**src/rtl/hack_cpu_pkg.sv**
```systemverilog
// Shared definitions for the Hack CPU: widths, instruction field positions,
// and C-instruction comp encodings (a bit followed by zx,nx,zy,ny,f,no).
package hack_cpu_pkg;

    localparam int DATA_W = 16;
    localparam int ADDR_W = 15;

    localparam int BIT_IS_C = 15;
    localparam int BIT_A    = 12;
    localparam int BIT_ZX   = 11;
    localparam int BIT_NX   = 10;
    localparam int BIT_ZY   = 9;
    localparam int BIT_NY   = 8;
    localparam int BIT_F    = 7;
    localparam int BIT_NO   = 6;
    localparam int BIT_DA   = 5;
    localparam int BIT_DD   = 4;
    localparam int BIT_DM   = 3;
    localparam int BIT_JLT  = 2;
    localparam int BIT_JEQ  = 1;
    localparam int BIT_JGT  = 0;

    localparam logic [6:0] COMP_D     = 7'b0_001100;
    localparam logic [6:0] COMP_A     = 7'b0_110000;
    localparam logic [6:0] COMP_M     = 7'b1_110000;
    localparam logic [6:0] COMP_D_P1  = 7'b0_011111;
    localparam logic [6:0] COMP_ZERO  = 7'b0_101010;
    localparam logic [6:0] COMP_NEG1  = 7'b0_111010;
    localparam logic [6:0] COMP_D_P_A = 7'b0_000010;

    typedef struct packed {
        logic zx;
        logic nx;
        logic zy;
        logic ny;
        logic f;
        logic no;
    } alu_ctl_t;

endpackage

```
**src/rtl/hack_cpu_alu.sv**
```systemverilog
// Team Hack ALU: conditional zero/invert of both operands, add or AND,
// optional result inversion, plus zero and negative flags.
module hack_cpu_alu
    import hack_cpu_pkg::*;
(
    input  logic [DATA_W-1:0] x,
    input  logic [DATA_W-1:0] y,
    input  alu_ctl_t          ctl,
    output logic [DATA_W-1:0] out,
    output logic              zr,
    output logic              ng
);

    logic [DATA_W-1:0] x_z, x_n, y_z, y_n, res;

    always_comb begin
        x_z = ctl.zx ? '0 : x;
        x_n = ctl.nx ? ~x_z : x_z;
        y_z = ctl.zy ? '0 : y;
        y_n = ctl.ny ? ~y_z : y_z;
        res = ctl.f ? (x_n + y_n) : (x_n & y_n);
        out = ctl.no ? ~res : res;
        zr  = (out == '0);
        ng  = out[DATA_W-1];
    end

endmodule

```
**src/rtl/hack_cpu.sv**
```systemverilog
// Single-cycle Hack CPU: A/D/PC registers, instruction decode and jump logic
// around the shared ALU. One instruction retires per unstalled cycle.
module hack_cpu
    import hack_cpu_pkg::*;
(
    input  logic              clk,
    input  logic              reset_n,
    input  logic [DATA_W-1:0] instruction,
    input  logic [DATA_W-1:0] inM,
    input  logic              stall,
    output logic [DATA_W-1:0] outM,
    output logic              writeM,
    output logic [ADDR_W-1:0] addressM,
    output logic [ADDR_W-1:0] pc
);

    logic [DATA_W-1:0] a_q, a_d;
    logic [DATA_W-1:0] d_q, d_d;
    logic [ADDR_W-1:0] pc_q, pc_d;

    logic              is_c;
    logic [DATA_W-1:0] alu_y;
    logic [DATA_W-1:0] alu_out;
    logic              alu_zr, alu_ng;
    logic              jump;
    logic [ADDR_W-1:0] pc_inc;
    alu_ctl_t          alu_ctl;
    logic              unused_bits;

    assign unused_bits = ^instruction[14:13];

    assign is_c    = instruction[BIT_IS_C];
    assign alu_ctl = alu_ctl_t'(instruction[BIT_ZX:BIT_NO]);
    assign alu_y   = instruction[BIT_A] ? inM : a_q;

    hack_cpu_alu u_alu (
        .x   (d_q),
        .y   (alu_y),
        .ctl (alu_ctl),
        .out (alu_out),
        .zr  (alu_zr),
        .ng  (alu_ng)
    );

    assign jump = (instruction[BIT_JLT] & alu_ng)
                | (instruction[BIT_JEQ] & alu_zr)
                | (instruction[BIT_JGT] & ~alu_ng & ~alu_zr);

    assign pc_inc = pc_q + 1'b1;

    // Jump target is the A value from before this instruction's own dA write.
    always_comb begin
        a_d  = a_q;
        d_d  = d_q;
        pc_d = pc_q;
        if (!stall) begin
            if (!is_c) begin
                a_d  = instruction;
                pc_d = pc_inc;
            end else begin
                if (instruction[BIT_DA]) a_d = alu_out;
                if (instruction[BIT_DD]) d_d = alu_out;
                pc_d = jump ? a_q[ADDR_W-1:0] : pc_inc;
            end
        end
    end

    always_ff @(posedge clk) begin
        if (!reset_n) begin
            a_q  <= '0;
            d_q  <= '0;
            pc_q <= '0;
        end else begin
            a_q  <= a_d;
            d_q  <= d_d;
            pc_q <= pc_d;
        end
    end

    assign outM     = alu_out;
    assign writeM   = is_c & instruction[BIT_DM] & ~stall & reset_n;
    assign addressM = a_q[ADDR_W-1:0];
    assign pc       = pc_q;

endmodule

```
**config.mk**
```make
export PLATFORM = sky130hd
export DESIGN_NAME = hack_cpu
export DESIGN_NICKNAME = d
export VERILOG_FILES = /design/src/rtl/hack_cpu_pkg.sv /design/src/rtl/hack_cpu_alu.sv /design/src/rtl/hack_cpu.sv
export SDC_FILE = /design/constraint.sdc
export NUM_CORES = 1
export LEC_CHECK = 0
export CAP_MARGIN = 20
export CORE_MARGIN = 4
export CORE_UTILIZATION = 30
export CTS_CLUSTER_DIAMETER = 120
export DETAILED_ROUTE_END_ITERATION = 7
export SETUP_SLACK_MARGIN = 0.1
export SLEW_MARGIN = 30
export SYNTH_ARGS = -nofsm -noshare
export SYNTH_HDL_FRONTEND = slang
export SYNTH_SLANG_ARGS = --single-unit
```
**constraint.sdc**
```tcl
create_clock -name clk -period 8.8 [get_ports clk]
set_input_delay 1.32 -clock clk [delete_from_list [all_inputs] [get_ports clk]]
set_output_delay 1.32 -clock clk [all_outputs]
set_load 0.03 [all_outputs]
```
==> impl_metrics.toml <==
[die]
core-area_um2 = 15200
die_y_um = 132
die_width_um = 132
ios = 82
start_util = 0.306
dieArea_um2 = 17500
rows = 45

[worst_hold_path]
hold_end = "d_q[10]$_SDFFE_PN0P_"
hold_depth = 2
min-delay-start = "d_q[10]$_SDFFE_PN0P_"
hold_path.class = "flop to flop"

[detailed_routing]
wl_um = 14400
via_per_inst = 5.75
dr.pass1.iters = 5
drc = 0
drt_iter0_drc = 504
num_vias = 4734
routedWlPerCell_um = 17.6
antenna_left = 0

[global_route]
grt_pass1_vias = 4497
gr-total-overflow = 0
grt_use_total = 0.159
grt_pass1_wl_um = 23600
grt_start_max_net_pins = 43
grt_antenna_before_repair = 0

[power_and_ir_drop]
power.share.clock = 0.236
swShare = 0.414
power.switching_mw = 0.387
intPower_mw = 0.548
p_leak_nw = 2.13
powerDensity_nw_per_um2 = 167
pwr-share-seq = 0.261
vdd_drop_max_mv = 0.0758
pwr-share-comb = 0.504

[synth]
synth_top_family_by_area = "simple AND/OR/NAND/NOR gates"
synth_flop_cell = "dfxtp_1"
syn_avg_cell_area_um2 = 7.70
synth-async-reset-ratio = 0
synth_top_cell_by_area = "dfxtp_1"
syn_nets = 656
synthCells = 603
synth-simple-area-share = 0.267
synthMuxAreaShare = 0.0883
yosysTopAreaCellShare = 0.203
synth_compound_area_frac = 0.214
synth_commonest_cells = "58 x nor2_1, 51 x nand2_1, 47 x dfxtp_1"
synth_edf_count = 0
synth_area_um2 = 4650
synthAdderAreaFrac = 0.0501
ys_seq_area_frac = 0.203
ys_ff_latch = 47
synthXorXnorAreaFrac = 0.0980
synth_most_common_cell = "nor2_1"
synth_area_leaders = "dfxtp_1 20%, mux2i_1 8.0%, xnor2_1 6.2%, nor2_1 4.7%, ha_1 4.6%"
yosysWarnings = 0
synth_cell_types = 70

[final_layout]
fill_cells = 1550
drive_gt1_frac = 0.0709
antennaDiodeCount = 0
utilization = 0.368
fin_area_um2 = 5600
finalNetCount = 687
synthToLayoutAreaGrowth_pct = 20.5

[status]
status = "completed"

[timing]
setup_viol = 0
rsz0062_at_grt = "no"
hold_viol_final = 0
fmax_mhz = 140
setup-tns-final_ns = 0
finalCritPeriodShare = 0.814
fin_crit_ns = 7.16
final.setup_skew_ns = 0.00830
setup_ws_ns = 1.64
holdWs_ns = 0.457
worst_slew_pin_slew_ns = 0.974
relSlewSlack = 0.348
slew_viol_final = 0

[clock_tree]
worstSkewPairLatency_ns = 0.29
root_buffer = "clkbuf_16"
postCtsHoldBufs = 0
htreeDepth = 2
numCtsBuffers = 5
cts.clk_slew.worst_paths_ns = 0.06
max-clock-path-buffers = 2
cts_resized = 0
clock-sinks = 47
cts_tree = "built"
cts_setup_buffers = 0

[worst_setup_path]
path_buf_inv = 2
worstReg2RegEnd = "pc[3]$_SDFFE_PN0N_"
worst-path-max-fanout = 17
crit_family = "buffers and inverters"
cp.arrival_ns = 5.84
reg2reg_from = "a_q[0]$_SDFFE_PN0P_"
start_kind = "input pin"
crit_path_end_kind = "primary output"
cp_slowest_cell = "clkdlybuf4s50_1"
path_cells = "clkdlybuf4s50_1 -> xor2_1 -> ha_1 -> fa_1 -> a21oi_1 -> o211ai_2 -> a2111oi_1 -> xnor2_1 -> mux2i_1 -> xnor2_1 -> clkdlybuf4s50_1"
required_ns = 7.48
reg2reg_slack_ns = 3.86
crit_type = "input pin to primary output"
max_stage_delay_ns = 0.91
r2r_cells = 16

[flow_run]
max-cap-violations = 0

[placement]
dpl-instance-area_um2 = 5430
place.gp.congestion = 0.871
numPortBuffers = 81
dp_hpwl_um = 10700
pre_cts_ws_ns = 1.70
-- layout by cell type (no fill, tap or decap), types with 3 or more instances in the layout --
cell type / n
xnor2_1: 33
and2_1: 4
nand2_1: 51
ha_1: 17
a21oi_1: 31
o211ai_1: 5
inv_1: 6
xor2_1: 19
o311ai_0: 3
nor4_1: 7
a211oi_1: 17
nor3b_1: 4
and3_1: 20
dfxtp_1: 47
nand2b_1: 19
clkbuf_16: 5
nand4_1: 5
o211ai_2: 12
nor2b_1: 3
nand3_1: 40
a21o_1: 8
mux2i_1: 37
nand3b_1: 4
nor4b_1: 11
clkdlybuf4s50_1: 80
nor3_1: 8
o21ai_1: 3
nor2_1: 58
buf_4: 10
o22ai_1: 13
or3_1: 3
o21ai_0: 5
o21a_1: 4
-- routing by layer --
metal  vias up  global-route usage  share of wire
met2       207               0.254           0.46
met5         -                   0              0
met1      2276               0.214           0.45
li1       2220                   -              -
met3        31              0.0335          0.073
met4         0              0.0485          0.023
-- stage by stage --
stage          power, mW  cells
6_report           0.934    823
5_1_grt            0.986    823
4_1_cts            0.938    823
3_5_place_dp       0.716    815
3_3_place_gp       0.707    815
2_1_floorplan      0.576    603
-- worst max-delay path by stage --
stage,from,to,slack (ns),depth (start not counted)
after CTS,instruction[8],outM[12],1.67,11
after global routing,instruction[8],outM[12],1.28,11
after floorplan,instruction[12],outM[12],2.69,12
final,instruction[8],outM[12],1.64,11
after detailed placement,instruction[10],outM[12],1.70,11
after global placement,instruction[10],outM[12],1.77,11
-- power groups by stage --
stage | Clock (mW) | Sequential (mW) | Combinational [mW]
after floorplan | 0 | 0.250 | 0.325
after global placement | 0 | 0.248 | 0.458
after detailed placement | 0 | 0.249 | 0.467
after CTS | 0.224 | 0.244 | 0.470
after global routing | 0.233 | 0.246 | 0.507
final | 0.220 | 0.244 | 0.471
-- worst register-to-register path, cell delays in order, from the launching register on --
cell	delay (ns)
dfxtp_1	0.34
mux2i_1	0.15
nor2_1	0.07
xor2_1	0.15
ha_1	0.33
fa_1	0.44
a21oi_1	0.26
o211ai_2	0.25
a2111oi_1	0.50
xnor2_1	0.11
mux2i_1	0.29
mux2i_1	0.23
nand4b_1	0.27
o31ai_4	0.32
buf_4	0.27
or2_1	0.63
o211ai_1	0.19
-- kinds of logic after synthesis --
kind of cell / count (synthesis)
simple gates: 243
flops: 47
compound gates: 128
fa+ha+maj: 18
mux: 40
buf+inv: 75
xor+xnor: 52
-- cell type report --
| class | instances | area, um2 | area share |
|---|---|---|---|
| Clock buffer | 5 | 125 | 0.0224 |
| Clock inverter | 3 | 43.8 | 0.00782 |
| Inverter | 8 | 30.0 | 0.00536 |
| Multi-Input combinational cell | 481 | 3340 | 0.597 |
| Sequential cell | 47 | 941 | 0.168 |
| Tap cell | 188 | 235 | 0.0420 |
| Timing Repair Buffer | 91 | 881 | 0.157 |
-- registers in the layout, indices dropped and copies added, names as in the netlist --
signal  cells
a_q        16
d_q        16
pc         15
No activity file was read; power rests on OpenSTA's default activity.
